File: config.mk
export PLATFORM = sky130hd
export DESIGN_NAME = branch_resolve_unit
export DESIGN_NICKNAME = d
export VERILOG_FILES = /design/src/rtl/branch_resolve_unit.sv
export SDC_FILE = /design/constraint.sdc
export NUM_CORES = 1
export LEC_CHECK = 0
export ABC_CLOCK_PERIOD_IN_PS = 9100
export CELL_PAD_IN_SITES_DETAIL_PLACEMENT = 0
export CELL_PAD_IN_SITES_GLOBAL_PLACEMENT = 2
export CORE_UTILIZATION = 29
export CTS_CLUSTER_DIAMETER = 150
export DETAILED_ROUTE_END_ITERATION = 8
export GPL_TIMING_DRIVEN = 0
export PLACE_DENSITY_LB_ADDON = 0.1
export SYNTH_ARGS = -nofsm -noshare
export SYNTH_HDL_FRONTEND = slang
export SYNTH_SLANG_ARGS = --single-unit
export TNS_END_PERCENT = 50
File: constraint.sdc
create_clock -name clk -period 9.1 [get_ports clk]
set_input_delay 2.73 -clock clk [delete_from_list [all_inputs] [get_ports clk]]
set_output_delay 2.73 -clock clk [all_outputs]
set_load 0.02 [all_outputs]
File: src/rtl/branch_resolve_unit.sv
// branch_resolve_unit
//   Branch resolution for the RISC core. Holds the {Z,O,C,S} flag register
//   (with same-cycle forwarding of incoming ALU flags), evaluates jump and
//   conditional-branch opcodes, computes the target PC and registers the
//   result with one cycle of latency. A PRED_DEPTH-entry table of 2-bit
//   saturating counters provides the direction prediction used by fetch;
//   resolved branches compare against the prediction carried with the
//   instruction to raise mispredict.
//
// Ports
//   clk, rst                    clock, synchronous active-high reset
//   fetch_pc / pred_taken       predictor lookup (combinational read)
//   valid_in, stall, flush      instruction qualifiers
//   opcode, FnCode              0110 jump, 0111 conditional branch
//   pc_in, offset_in, rs_value  operands for target / condition
//   pred_in                     prediction carried from fetch
//   flag_we, zflag..sflag       flag register write port
//   valid_out, branch, target,
//   mispredict                  registered resolution result
//   flags_q                     {z,o,c,s} flag register
module branch_resolve_unit #(
  parameter int DATA_W     = 32,
  parameter int OFFSET_W   = 16,
  parameter int PC_W       = 16,
  parameter int PRED_DEPTH = 16
) (
  input  logic                clk,
  input  logic                rst,
  input  logic [PC_W-1:0]     fetch_pc,
  output logic                pred_taken,
  input  logic                valid_in,
  input  logic                stall,
  input  logic                flush,
  input  logic [3:0]          opcode,
  input  logic [3:0]          FnCode,
  input  logic [PC_W-1:0]     pc_in,
  input  logic [OFFSET_W-1:0] offset_in,
  input  logic [DATA_W-1:0]   rs_value,
  input  logic                pred_in,
  input  logic                flag_we,
  input  logic                zflag,
  input  logic                oflag,
  input  logic                cflag,
  input  logic                sflag,
  output logic                valid_out,
  output logic                branch,
  output logic [PC_W-1:0]     target,
  output logic                mispredict,
  output logic [3:0]          flags_q
);

  localparam int IDX_W = $clog2(PRED_DEPTH);
  localparam int EXT_W = (OFFSET_W > PC_W) ? OFFSET_W : PC_W;

  localparam logic [3:0] OP_JUMP  = 4'b0110;
  localparam logic [3:0] OP_BCOND = 4'b0111;

  // PC-relative target; the offset is sign-extended (or truncated) to the PC
  // width and the sum wraps silently modulo 2^PC_W.
  function automatic logic [PC_W-1:0] rel_target(
    input logic [PC_W-1:0]            pc,
    input logic signed [OFFSET_W-1:0] off
  );
    logic signed [EXT_W-1:0] off_ext;
    off_ext = EXT_W'(off);
    return pc + off_ext[PC_W-1:0];
  endfunction

  // Two-bit saturating counter step.
  function automatic logic [1:0] sat_step(input logic [1:0] cnt, input logic up);
    if (up) return (cnt == 2'b11) ? cnt : cnt + 2'd1;
    else    return (cnt == 2'b00) ? cnt : cnt - 2'd1;
  endfunction

  // Conditional-branch predicate on the effective flags.
  function automatic logic cond_taken(
    input logic [3:0] fn,
    input logic       z,
    input logic       o,
    input logic       c,
    input logic       s,
    input logic       rs_zero
  );
    case (fn)
      4'b0000: return z;
      4'b0001: return ~z;
      4'b0010: return c;
      4'b0011: return ~c;
      4'b0100: return s;
      4'b0101: return ~s;
      4'b0110: return o;
      4'b0111: return ~o;
      4'b1000: return rs_zero;
      4'b1001: return ~rs_zero;
      4'b1010: return s ^ o;
      default: return 1'b0;
    endcase
  endfunction

  logic [1:0] ctr [PRED_DEPTH];

  logic                     z_eff, o_eff, c_eff, s_eff;
  logic                     is_bcond_p0;
  logic                     taken_p0;
  logic [PC_W-1:0]          target_p0;
  logic                     train_p0;
  logic signed [OFFSET_W-1:0] offset_s;

  logic                     vld_p1;
  logic                     branch_p1;
  logic [PC_W-1:0]          target_p1;
  logic                     mispredict_p1;

  logic                     unused_fetch_bits;

  // ---- stage p0: decode, condition evaluation, target computation ----
  // Incoming flags are forwarded so a compare and its dependent branch can
  // issue back to back.
  assign z_eff = flag_we ? zflag : flags_q[3];
  assign o_eff = flag_we ? oflag : flags_q[2];
  assign c_eff = flag_we ? cflag : flags_q[1];
  assign s_eff = flag_we ? sflag : flags_q[0];

  assign offset_s = $signed(offset_in);

  always_comb begin
    is_bcond_p0 = 1'b0;
    taken_p0    = 1'b0;
    target_p0   = '0;
    case (opcode)
      OP_JUMP: begin
        case (FnCode)
          4'b0000: begin
            taken_p0  = 1'b1;
            target_p0 = rel_target(pc_in, offset_s);
          end
          4'b0001: begin
            taken_p0  = 1'b1;
            target_p0 = rs_value[PC_W-1:0];
          end
          default: begin
            taken_p0  = 1'b0;
            target_p0 = '0;
          end
        endcase
      end
      OP_BCOND: begin
        is_bcond_p0 = 1'b1;
        taken_p0    = cond_taken(FnCode, z_eff, o_eff, c_eff, s_eff, rs_value == '0);
        target_p0   = rel_target(pc_in, offset_s);
      end
      default: begin
        taken_p0  = 1'b0;
        target_p0 = '0;
      end
    endcase
  end

  // Only conditional branches that actually retire train the predictor.
  assign train_p0 = valid_in & ~flush & ~stall & is_bcond_p0;

  // Read happens from the registered table, so a same-cycle update of the
  // same entry is only visible from the following cycle.
  assign pred_taken = ctr[fetch_pc[IDX_W-1:0]][1];
  assign unused_fetch_bits = ^fetch_pc[PC_W-1:IDX_W];

  always_ff @(posedge clk) begin
    if (rst) begin
      for (int i = 0; i < PRED_DEPTH; i++) ctr[i] <= 2'b01;
    end else if (train_p0) begin
      ctr[pc_in[IDX_W-1:0]] <= sat_step(ctr[pc_in[IDX_W-1:0]], taken_p0);
    end
  end

  // The flag register follows flag_we regardless of the instruction stream.
  always_ff @(posedge clk) begin
    if (rst)          flags_q <= 4'b0000;
    else if (flag_we) flags_q <= {zflag, oflag, cflag, sflag};
  end

  // ---- stage p1: registered resolution result ----
  // flush takes priority over stall so a killed instruction never appears
  // as valid even while the outputs would otherwise be held.
  always_ff @(posedge clk) begin
    if (rst) begin
      vld_p1        <= 1'b0;
      branch_p1     <= 1'b0;
      target_p1     <= '0;
      mispredict_p1 <= 1'b0;
    end else if (flush) begin
      vld_p1        <= 1'b0;
      branch_p1     <= 1'b0;
      target_p1     <= '0;
      mispredict_p1 <= 1'b0;
    end else if (!stall) begin
      vld_p1        <= valid_in;
      branch_p1     <= valid_in & taken_p0;
      target_p1     <= valid_in ? target_p0 : '0;
      mispredict_p1 <= valid_in & (taken_p0 != pred_in);
    end
  end

  assign valid_out  = vld_p1;
  assign branch     = branch_p1;
  assign target     = target_p1;
  assign mispredict = mispredict_p1;

endmodule

# [Word level (Yosys, flattened, before mapping)]
# Memory sizes are Yosys's and may differ from the RTL's.
# Cells that the tools add are included.
[totals] regBits=23 mem_bits_rw=32 inputBits=99 output_inout_bits=24 wordCells=66 mem_count=1
[op_classes] add_sub_neg=3 n_eq_ne=14 n_mux=24 bitwise=13 n_reduce_logical=6
[mem_list] name="ctr" words=16 width=2 rd=2 rd_clocked_by_memory_dff=0 wr=16 line="100" source="logic [1:0] ctr [PRED_DEPTH];"
[op_table] cell="$pmux W16 S2" n=2
[op_table] cell="$logic_not A32 Y1" n=1
[op_table] cell="$eq A4 B3 Y1 const B" n=6
[op_table] cell="$add A16 B16 Y16" n=1
[op_table] cell="$mux W16" n=1
[op_table] cell="$eq A4 B4 Y1 const B" n=3
[op_table] cell="$mux W1" n=12
[op_table] cell="$mux W2" n=6
[op_table] cell="$pmux W1 S11" n=1
[op_table] cell="$eq A4 B2 Y1 const B" n=2
[op_table] cell="$not A1 Y1" n=7
[op_table] cell="$reduce_or A2 Y1" n=3
[op_table] cell="$and A1 B1 Y1" n=5
[op_table] cell="$eq A4 B1 Y1 const B" n=1
[op_table] cell="$logic_not A4 Y1" n=1
[op_table] cell="$mux W4" n=1
[op_table] cell="$add A2 B1 Y2 const B" n=1
[op_table] cell="$eq A2 B2 Y1 const B" n=1
[op_table] cell="$logic_not A2 Y1" n=1
[op_table] cell="$pmux W1 S2" n=1
[op_table] cell="$sub A2 B1 Y2 const B" n=1
[op_table] cell="$ne A1 B1 Y1" n=1
[op_table] cell="$xor A1 B1 Y1" n=1

# [Depth between registers and ports, before layout]
# Gate-level depths: netlist of run 1.
[logic_depth] ltp_word=9 depth_mapped=12 mapped_depth_nobuf=11

# [Least setup slack after synthesis of run 1]
# No wires, ideal clock.
[synth_path] path_kind="input-to-output" startpoint="input port fetch_pc[0]" endpoint="output port pred_taken" t_arrival_ns=3.735 required_time_ns=6.370 path_slack_ns=2.635 cell_stages=2 path_buffers=0 path_cell_list="mux4_2 > mux4_2"
[synth_between] elab_chain_len=1
[synth_lines] element="from (decl)" line="29" source="input logic [PC_W-1:0] fetch_pc,"
[synth_lines] element="$mem_v2 Z16 W2"
[synth_lines] element="to (decl)" line="30" source="output logic pred_taken,"
# Every way passes these cells.

# [Worst setup path after layout of run 1]
# Ends and elaborated chain as after synthesis.

==> results by group, run 1 <==
Route
  – Routed len/inst: 16.8 um
  – Residual DRC: 0
  – Detailed-route via count: 3342
  – Detailed Route WL: 11200 um
  – Drt first pass iters: 6
  – Metal-1 WL: 5010 um
  – Iteration-0 DRC Markers: 153
  – Post-route ant nets: 0
  – Met3 WL post-DR: 542 um
  – Vias/cell: 5.00
  – Max Used Layer: met4
  – Metal2 WL: 5610 um

Logic synthesis
  – XOR/XNOR Fraction of Synth Area: 2.88%
  – Compound-cell area share of the yosys netlist: 14.6%
  – Mapped cell area: 3650 um^2
  – Adder-Cell Fraction of Synth Area: 6.31%
  – Sequential area share after synthesis: 38.9%
  – Top cells by count, synth: 46 x nor2_1, 34 x nand2_1, 32 x edfxtp_1
  – Syn avg cell area: 9.51 um^2
  – Dominant synthesized flop cell: edfxtp_1
  – Post-synthesis mux area share: 10.6%
  – Area share of and/or/nand/nor cells after synthesis: 23.0%
  – Synth cell types: 53
  – #FFs+latches synth: 55
  – Most area-consuming cells after synthesis: edfxtp_1 26%, dfxtp_1 13%, mux4_2 8.6%, ha_1 5.1%, nor2_1 4.7%
  – Post-synth EDFFs: 32
  – Synth async-reset ratio: 0%
  – Synth Instances: 384
  – Largest family of logic cells by synthesized area: simple AND/OR/NAND/NOR gates
  – Cell taking the most area after synthesis: edfxtp_1
  – Synth Warn #: 0
  – Synthesized net count: 499
  – Yosys top cell area share: 26.3%
  – Most common cell in the netlist: nor2_1

Global route
  – Initial antenna violation count: 0
  – First-pass GRT wire length: 17700 um
  – Vias in the first global route: 3366
  – Global router's overall resource usage: 17.6%
  – Grt total ovfl: 0
  – Largest net degree at the start of global routing: 20

STA
  – Setup_tns: 0 ns
  – Fin Hold WS: 0.473 ns
  – Clk_skew: 0.00421 ns
  – Period utilization: 85.3%
  – Period minus WS final: 7.76 ns
  – Fmax: 0.129 GHz
  – RSZ-0062 raised after global routing: false
  – Max_slew headroom: 33.3%
  – Final Hold Viols: 0
  – Worst slew pin tran: 0.993 ns
  – Final number of setup-violating endpoints: 0
  – Slew Limit Fails: 0
  – Worst Slack Setup Final: 1.34 ns

CTS
  – Clock Tree Root: clkbuf_16
  – CTS Hold Bufs: 0
  – Htree depth: 2
  – CTS Buf Count: 5
  – Sink Count: 55
  – Resize count post-CTS: 0
  – CTS clk-pin slew, worst paths: 0.08 ns
  – CTS Buffer Depth: 2
  – Later-pin clock latency in the skew report: 0.29 ns
  – CTS tree: yes
  – Post-CTS setup buffers: 0

Floorplanning
  – # rows: 40
  – DIE WIDTH: 114 um
  – IO Count: 123
  – Die area: 13000 um^2
  – Core ar.: 12200 um^2
  – Initial Util: 30.0%
  – Die height: 114 um

Critical path
  – CP startpoint: fetch_pc[0]
  – CP Data Required Time: 6.37 ns
  – Critical path startpoint category: primary input
  – Worst Path Max Fanout: 4
  – Crit Path Class: in2out
  – CP endpoint kind: output port
  – R2r worst-path depth: 8
  – Reg2Reg Capture Point: ctr[0][0]
  – Worst R2R Setup Slack: 6.55 ns
  – CP endpoint: pred_taken
  – FF-to-FF Start: flags_q[0]
  – Critical path arrival: 5.03 ns

Power and ir drop
  – Static leakage: 1.71 nW
  – Peak VDD IR: 0.0999 mV
  – Pwr dens: 126 nW/um^2

Status
  – Status: completed

Finish
  – # diodes: 0
  – Fin nets: 614
  – Design area: 5120 um^2
  – Syn-to-layout area delta: 40.2%
  – Final non-filler cell total: 668
  – Layout fillers: 1245
  – Fraction of layout cells with a size suffix above 1: 9.20%

Placement
  – Routability cong.: 0.775
  – Cells after DPL: 660
  – DP Area: 4940 um^2
  – Number of I/O port buffers: 108
  – Post-detailed-placement half-perimeter wirelength: 8950 um
  – Pre-CTS setup slack: 1.32 ns

Hold path
  – Worst hold path type: reg2reg

Job
  – Max_cap viols: 0
-- worst max-delay path, cell delays in order --
cell and delay, ns:
clkdlybuf4s50_1 0.67, mux4_2 0.59, mux4_2 0.49, clkdlybuf4s50_1 0.56
-- metal layers --
metal | GRT usage, % | up-vias
met5 | 0 | -
met4 | 3.12 | 0
met3 | 2.75 | 6
met2 | 32.0 | 94
met1 | 22.2 | 1574
li1 | - | 1668
-- layout by cell type, fill, tap and decap left out, types with 2 or more instances in the layout --
master	n
a21oi_1	24
nand2_1	34
xor2_1	5
inv_1	11
nand4b_1	2
mux2i_1	5
mux4_2	14
nor3b_1	3
clkbuf_16	5
xnor2_1	7
a22o_1	2
and2b_1	2
mux2_2	2
a211o_1	2
buf_2	2
o21ai_0	10
dfxtp_1	23
a31oi_1	4
ha_1	15
o22ai_1	8
maj3_2	2
or3_1	4
nor3_1	18
nor4_1	11
a22oi_1	7
o21a_1	5
a211oi_1	2
nor2_1	46
edfxtp_1	32
nand2b_1	11
a222oi_1	6
clkbuf_1	17
nor2b_1	7
or2_2	13
nand3_1	7
clkdlybuf4s50_1	108
o31ai_1	3
-- stage by stage --
step	total power, mW	util [%]
after CTS	0.653	42.1
after global placement	0.420	40.6
after detailed placement	0.421	40.6
after floorplan	0.352	-
final	0.645	42.1
after global routing	0.674	42.1
-- where the power goes --
part           switching [mW]  leakage (nW)  internal [mW]
clock                  0.0976        0.0863          0.133
sequential            0.00214         0.463          0.266
combinational          0.0706          1.16         0.0755
total                   0.170          1.71          0.475
-- sequential cells by signal (all words and copies together), names as in the netlist --
| signal | flops |
|---|---|
| ctr | 32 |
| target | 16 |
| flags_q | 4 |
| branch | 1 |
| mispredict | 1 |
| valid_out | 1 |
-- final cells by class --
type / instances / area (um^2) / area share [%]
timing repair buffer: 108 / 1080 / 21.1
buffer: 21 / 92.6 / 1.81
clock buffer: 5 / 125 / 2.44
tap: 168 / 210 / 4.11
inverter: 11 / 41.3 / 0.807
multi-input combinational: 297 / 2100 / 41.0
sequential: 55 / 1420 / 27.8
clock inverter: 3 / 50.0 / 0.978
-- worst min-delay path by stage --
stage                       from      to  slack [ns]  cells past startpoint
final                     branch  branch        0.47                      2
after global routing      branch  branch        0.50                      2
after CTS                 branch  branch        0.48                      2
after detailed placement  branch  branch        0.46                      2
after global placement    branch  branch        0.45                      2
after floorplan           branch  branch        0.54                      2
-- kinds of logic (layout without fill, tap and decap cells) --
| logic type | count (synthesis) | in the layout |
|---|---|---|
| AOI/OAI and AO/OA | 80 | 80 |
| muxes | 21 | 21 |
| buffers and inverters | 32 | 148 |
| DFF | 55 | 55 |
| and+or+nand+nor | 166 | 166 |
| xor gates and xnor gates | 12 | 12 |
| adders and majority gates | 18 | 18 |
Note: power is estimated with default switching activity, not from simulation.
==> run 2: changes to the inputs <==
--- a/config.mk
+++ b/config.mk
@@ -5,7 +5,7 @@
 export SDC_FILE = /design/constraint.sdc
 export NUM_CORES = 1
 export LEC_CHECK = 0
-export ABC_CLOCK_PERIOD_IN_PS = 9100
+export ABC_CLOCK_PERIOD_IN_PS = 9810
 export CELL_PAD_IN_SITES_DETAIL_PLACEMENT = 0
 export CELL_PAD_IN_SITES_GLOBAL_PLACEMENT = 2
 export CORE_UTILIZATION = 29
==> constraint.sdc (replaced) <==
create_clock -name clk -period 9.81 [get_ports clk]
set_input_delay 2.943 -clock clk [delete_from_list [all_inputs] [get_ports clk]]
set_output_delay 2.943 -clock clk [all_outputs]
set_load 0.02 [all_outputs]
==> results of run 2 <==
Same layout as run 1 (identical final DEF). Status: completed.
Main changes from that run: setup slack after placement 1.32 ns -> 1.60 ns; setup slack after layout 1.34 ns -> 1.63 ns; register-to-register setup slack 6.55 ns -> 7.26 ns; total power 0.645 mW -> 0.598 mW; worst IR drop on VDD 0.0999 mV -> 0.0927 mV
